<file path="config.mk">
export PLATFORM = sky130hd
export DESIGN_NAME = crc_frame_chk_crc_upd
export DESIGN_NICKNAME = d
export VERILOG_FILES = /design/src/rtl/crc_frame_chk_pkg.sv /design/src/rtl/crc_frame_chk_crc_upd.sv
export SDC_FILE = /design/constraint.sdc
export NUM_CORES = 1
export LEC_CHECK = 0
export BUFFER_PORTS_ARGS = -buffer_cell sky130_fd_sc_hd__buf_2
export CAP_MARGIN = 25
export CORE_AREA = 2 2 39 41
export DETAILED_ROUTE_END_ITERATION = 8
export DIE_AREA = 0 0 41 43
export GPL_TIMING_DRIVEN = 0
export PLACE_DENSITY = 0.5
export SYNTH_ARGS = -nofsm -noshare
export SYNTH_HDL_FRONTEND = slang
export SYNTH_SLANG_ARGS = --single-unit
</file>
<file path="constraint.sdc">
create_clock -name vclk -period 1
set_input_delay 0.1 -clock vclk [all_inputs]
set_output_delay 0.1 -clock vclk [all_outputs]
set_load 0.005 [all_outputs]
</file>
<file path="src/rtl/crc_frame_chk_pkg.sv">
// Shared types and the generic CRC step for the frame checker.
// The step runs on max-width vectors so one function serves every CRC_W/DATA_W pairing.
package crc_frame_chk_pkg;

    typedef enum logic {
        StIdle    = 1'b0,
        StInFrame = 1'b1
    } crc_fsm_t;

    localparam int unsigned CrcMaxW  = 32;
    localparam int unsigned DataMaxW = 64;

    // Non-reflected, MSB-first update; bits above crc_w are kept at zero.
    function automatic logic [CrcMaxW-1:0] crc_step(
        input logic [CrcMaxW-1:0]  crc,
        input logic [DataMaxW-1:0] data,
        input logic [CrcMaxW-1:0]  poly,
        input int unsigned         crc_w,
        input int unsigned         data_w
    );
        logic [CrcMaxW-1:0] c;
        logic [CrcMaxW-1:0] mask;
        logic [4:0]         msb;
        logic               fb;
        mask = '1;
        mask = mask >> (CrcMaxW - crc_w);
        msb  = 5'(crc_w - 1);
        c    = crc & mask;
        fb   = 1'b0;
        for (int i = DataMaxW - 1; i >= 0; i--) begin
            if (i < int'(data_w)) begin
                fb = c[msb] ^ data[6'(i)];
                c  = ((c << 1) ^ (fb ? poly : '0)) & mask;
            end
        end
        return c;
    endfunction

endpackage

</file>
<file path="src/rtl/crc_frame_chk_crc_upd.sv">
// Combinational one-beat CRC update: folds DATA_W bits of data into the running CRC.
import crc_frame_chk_pkg::*;

module crc_frame_chk_crc_upd #(
    parameter int unsigned      DATA_W = 8,
    parameter int unsigned      CRC_W  = 8,
    parameter logic [CRC_W-1:0] POLY   = CRC_W'('h07)
) (
    input  logic [CRC_W-1:0]  crc_i,
    input  logic [DATA_W-1:0] data_i,
    output logic [CRC_W-1:0]  crc_o
);

    logic [CrcMaxW-1:0] crc_full;
    logic               unused_hi;

    assign crc_full  = crc_step(CrcMaxW'(crc_i), DataMaxW'(data_i), CrcMaxW'(POLY), CRC_W, DATA_W);
    assign crc_o     = crc_full[CRC_W-1:0];
    // The step masks to CRC_W, so the upper bits are always zero.
    assign unused_hi = ^(crc_full >> CRC_W);

endmodule

</file>
==> results.sh, run 1 <==
export IMPL_area_growth_pct=225.9
export IMPL_relSlewSlack=0.8429
export IMPL_track_usage=0.06036
export IMPL_synth_area_leaders="xnor2_1, xor2_1"
export IMPL_drc=0
export IMPL_clkPwrFrac=0
export IMPL_synth_nets=37
export IMPL_post_route_cell_area_um2=599.3
export IMPL_place_area_um2=324.1
export IMPL_power_mw=0.4990
export IMPL_cpLargestDelayFamily="XOR/XNOR gates"
export IMPL_n_fill_cell=142
export IMPL_max_freq_mhz=957.3
export IMPL_fin_crit_sh=1.045
export IMPL_worstSetupEndpointType="primary output"
export IMPL_dp_hpwl_um=410.1
export IMPL_core_area_mm2=0.001384
export IMPL_seq_cell_count=0
export IMPL_wl_um=468
export IMPL_cp_start_kind="input pin"
export IMPL_cp_buffers_inverters=2
export IMPL_critical_path_class="in -> out"
export IMPL_cp_arrival_ns=0.94
export IMPL_fin_crit_ns=1.045
export IMPL_globalRouteOverflowTotal=0
export IMPL_ir_drop_uv=314.4
export IMPL_setup_violations_final=4
export IMPL_first_iter_violations=0
export IMPL_yosysWarnings=0
export IMPL_antenna_cells=0
export IMPL_holdCritStartpoint="crc_i[5]"
export IMPL_io_pins=24
export IMPL_grt_pass1_vias=219
export IMPL_multiInputGateArea_um2=360.3
export IMPL_cpPeakStageDelay_ns=0.25
export IMPL_ant_nets=0
export IMPL_portBuffers=24
export IMPL_setup_ws_ns=-0.04465
export IMPL_hold_end="crc_o[5]"
export IMPL_intPower_mw=0.2999
export IMPL_preCtsSetupSlack_ns=-0.1811
export IMPL_dr_pass1_iters=1
export IMPL_rows=14
export IMPL_mostFrequentLayoutCell="buf_2"
export IMPL_critPathMaxFanout=2
export IMPL_ys_seq_area_frac=0
export IMPL_drive_gt1_frac=0.8400
export IMPL_final_cell_mix="buf_2, xnor2_4, buf_6, buf_4"
export IMPL_seqPwrFrac=0
export IMPL_drv_slew=0
export IMPL_synth_area_per_cell_um2=8.758
export IMPL_violations="negative setup slack"
export IMPL_power_density_mw_per_mm2=832.6
export IMPL_dieArea_mm2=0.001763
export IMPL_p_leak_nw=0.2647
export IMPL_min_path_cells=4
export IMPL_worstHoldPathType="in -> out"
export IMPL_grt_max_degree=4
export IMPL_run_status="finished with violations"
export IMPL_grt_first_pass_wirelength_um=807
export IMPL_synth_cells=21
export IMPL_antenna_found_initial=0
export IMPL_synth_top_area_share=0.5714
export IMPL_maxCapViolCount=0
export IMPL_worst_pin_slew_ns=0.2353
export IMPL_required_ns=0.90
export IMPL_nets=68
export IMPL_start_util=0.1329
export IMPL_die_y_um=43
export IMPL_die_w_um=41
export IMPL_switchingPower_mw=0.1991
export IMPL_p_comb_frac=1.000
export IMPL_startpoint="crc_i[6]"
export IMPL_clockBufferCount=0
export IMPL_hold_viol_final=0
export IMPL_hold_worst_slack_ns=0.6312
export IMPL_p_sw_frac=0.3990
export IMPL_synthDistinctLibCells=2
export IMPL_gp_congestion=0.5378
export IMPL_vias=235
export IMPL_synth_top_area_cell="xnor2_1"
export IMPL_rsz0062_at_grt="yes"
export IMPL_syn_area_um2=183.9
export IMPL_seq_area_um2=0
export IMPL_avgViaCountPerCell=3.561
export IMPL_worstPathCellList="buf_8, xor2_4, xor2_2, xor2_1, buf_2"
export IMPL_cp_slowest_cell="xor2_4"
export IMPL_wl_per_cell_um=7.091
power groups by stage:
stage / Sequential [mW] / Combinational [mW] / Clock (mW)
6_report: 0 / 0.499 / 0
5_1_grt: 0 / 0.541 / 0
4_1_cts: 0 / 0.477 / 0
3_5_place_dp: 0 / 0.337 / 0
3_3_place_gp: 0 / 0.334 / 0
2_1_floorplan: 0 / 0.188 / 0
routing by layer:
metal | GRT usage | up-vias | part of all wire
li1 | - | 116 | -
met1 | 0.07443 | 105 | 0.38
met2 | 0.1156 | 14 | 0.51
met3 | 0 | 0 | 0.11
met4 | 0 | 0 | 0
met5 | 0 | - | 0
stage by stage:
step             util  setup TNS, ns  instances
2_1_floorplan       -              0         21
3_3_place_gp   0.2342         -1.192         61
3_5_place_dp   0.2342         -1.249         61
4_1_cts        0.3996       -0.09610         63
5_1_grt        0.4331        -0.4098         66
6_report       0.4331       -0.09530         66
layout make-up:
type,instances,share of cell area
Multi-Input combinational cell,21,0.6013
Timing Repair Buffer,29,0.3653
Tap cell,16,0.03340
worst max-delay path by stage:
| stage | end | slack, ns | cells after the start |
|---|---|---|---|
| 3_5_place_dp | crc_o[2] | -0.18 | 5 |
| 4_1_cts | crc_o[7] | -0.05 | 5 |
| 6_report | crc_o[7] | -0.04 | 5 |
| 3_3_place_gp | crc_o[4] | -0.18 | 5 |
| 5_1_grt | crc_o[7] | -0.10 | 5 |
| 2_1_floorplan | crc_o[2] | 0.11 | 3 |
timing repair:
action	CTS	global route
gates resized for setup	31	6
pin swaps	11	10
setup endpoints to repair	8	8
hold buffers	0	0
setup buffers	2	3
synthesized netlist by cell type (all sizes together):
| cell type | number |
|---|---|
| xnor2 | 12 |
| xor2 | 9 |
logic make-up (layout without fill, tap and decap cells):
kind of cell | Yosys count | in the layout | synth area share
XOR/XNOR | 21 | 21 | 1.000
buffers and inverters | 0 | 29 | 0
Note: power is estimated with default switching activity, not from simulation.
==> run 2: changes to the inputs <==
ABC_AREA = 1   (was default)
PLACE_DENSITY = 0.63   (was 0.5)
==> run 2 against run 1 <==
Compared with the run above:
- the run now ends clean
- highest routed layer unchanged
- area after synthesis rose by 90%
- final cell count rose by 74%
- synthesized cell count rose to 3.5 times the previous value
- die area did not move
- critical path type unchanged
==> results.sh, run 2 <==
export IMPL_core_area_mm2=0.001384
export IMPL_rsz0062_at_grt="yes"
export IMPL_worst_pin_slew_ns=0.2429
export IMPL_synth_cells=73
export IMPL_critical_path_class="in -> out"
export IMPL_critPathMaxFanout=4
export IMPL_synthDistinctLibCells=7
export IMPL_n_fill_cell=128
export IMPL_avgViaCountPerCell=4.530
export IMPL_fin_crit_sh=0.9912
export IMPL_grt_pass1_vias=469
export IMPL_maxCapViolCount=0
export IMPL_synth_area_leaders="nand2_1, inv_1, xnor2_1"
export IMPL_io_pins=24
export IMPL_ant_nets=0
export IMPL_worstHoldPathType="in -> out"
export IMPL_hold_worst_slack_ns=0.5802
export IMPL_drv_slew=0
export IMPL_synth_compound_area_frac=0
export IMPL_synth_adder_area_share=0
export IMPL_start_util=0.2532
export IMPL_synth_simple_gate_area_frac=0.5429
export IMPL_relSlewSlack=0.8381
export IMPL_worstSetupEndpointType="primary output"
export IMPL_nets=117
export IMPL_p_leak_nw=0.4691
export IMPL_portBuffers=24
export IMPL_antenna_found_initial=0
export IMPL_synthTopCellsByCount="nand2_1, inv_1, nand3_1, xnor2_1, xor2_1"
export IMPL_startpoint="crc_i[7]"
export IMPL_post_route_cell_area_um2=849.6
export IMPL_drc=0
export IMPL_synth_top_family_by_area="simple AND/OR/NAND/NOR gates"
export IMPL_synth_area_per_cell_um2=4.799
export IMPL_vias=521
export IMPL_setup_violations_final=0
export IMPL_cp_arrival_ns=0.89
export IMPL_die_y_um=43
export IMPL_rows=14
export IMPL_gp_congestion=0.7071
export IMPL_run_status="finished, final reports clean"
export IMPL_synth_nets=89
export IMPL_power_mw=0.5682
export IMPL_ir_drop_uv=349.8
export IMPL_dp_hpwl_um=653.7
export IMPL_fin_crit_ns=0.9912
export IMPL_synth_xor_area_frac=0.3179
export IMPL_antenna_cells=0
export IMPL_synthMuxAreaShare=0
export IMPL_hold_viol_final=0
export IMPL_first_iter_violations=0
export IMPL_seq_cell_count=0
export IMPL_track_usage=0.1176
export IMPL_wl_per_cell_um=10.30
export IMPL_synth_top_area_cell="nand2_1"
export IMPL_globalRouteOverflowTotal=0
export IMPL_power_density_mw_per_mm2=668.9
export IMPL_ys_seq_area_frac=0
export IMPL_area_growth_pct=142.5
export IMPL_clockBufferCount=0
export IMPL_syn_area_um2=350.3
export IMPL_dr_pass1_iters=1
export IMPL_synth_top_area_share=0.4714
export IMPL_cp_start_kind="input pin"
export IMPL_grt_max_degree=6
export IMPL_wl_um=1184
export IMPL_required_ns=0.90
export IMPL_drive_gt1_frac=0.6970
export IMPL_yosysWarnings=0
export IMPL_mostFrequentLayoutCell="nand2_1"
export IMPL_final_cell_mix="nand2_1, nand2_2, buf_2"
export IMPL_place_area_um2=490.5
export IMPL_max_freq_mhz=1009
export IMPL_synth_most_common_cell="nand2_1"
export IMPL_endpoint="crc_o[2]"
export IMPL_grt_first_pass_wirelength_um=1593
export IMPL_dieArea_mm2=0.001763
export IMPL_die_w_um=41
export IMPL_seq_area_um2=0
run 2: cell types whose count changed after synthesis, sizes merged:
cell,delta
nand2,+44
inv,+13
nand3,+5
xor2,-5
xnor2,-5
run 2: cell families (layout without fill, tap and decap cells):
group | after synthesis | in the layout
simple gates | 49 | 49
buf+inv | 13 | 39
xor+xnor | 11 | 11
run 2: power breakdown:
group | internal (mW) | switching (mW)
Clock | 0 | 0
Sequential | 0 | 0
Combinational | 0.288 | 0.280
run 2: how the worst min path moves through the flow:
stage / depth (start not counted) / to / startpoint
global placement: 5 / crc_o[5] / crc_i[5]
floorplan: 3 / crc_o[5] / crc_i[5]
finish: 5 / crc_o[5] / data_i[5]
detailed placement: 5 / crc_o[5] / crc_i[5]
global route: 5 / crc_o[5] / data_i[5]
CTS: 5 / crc_o[5] / crc_i[5]
run 2: area by class of cell:
cell class / instances / area, µm² / area share
Timing Repair Buffer: 26 / 237.7 / 0.2798
Tap cell: 16 / 20.02 / 0.02356
Multi-Input combinational cell: 60 / 523.0 / 0.6156
Inverter: 13 / 68.82 / 0.08100
run 2: repair_timing:
action                     4_1_cts  5_1_grt
gates resized for setup         26       65
gates cloned                     0        0
setup buffers                    0        2
setup endpoints to repair        8        8
pin swaps                       12       28
hold buffers                     0        0
run 2: metal layers:
metal	global-route usage	up-vias	wire, µm
li1	-	267	-
met1	0.1419	241	363
met5	0	-	0
met2	0.2125	13	777
met3	0.01047	0	44
met4	0.02000	0	0
run 2: stage by stage:
| stage | std cells | setup TNS [ns] | util | worst slack (ns) |
|---|---|---|---|---|
| after floorplan | 73 | 0 | - | 0.2044 |
| after global placement | 113 | -0.3087 | 0.3544 | -0.07547 |
| after detailed placement | 113 | -0.4603 | 0.3544 | -0.1062 |
| after CTS | 113 | 0 | 0.4213 | 0.0005790 |
| after global routing | 115 | -0.2542 | 0.6139 | -0.07408 |
| final | 115 | 0 | 0.6139 | 0.008844 |
run 2: critical path, stage by stage:
cell and delay [ns]:
buf_12 0.11, inv_8 0.05, nand2_2 0.06, nand2_4 0.10, nand2_2 0.06, nand3_2 0.07
nand2_2 0.07, inv_2 0.07, nand2_1 0.05, nand2_1 0.05, buf_2 0.10
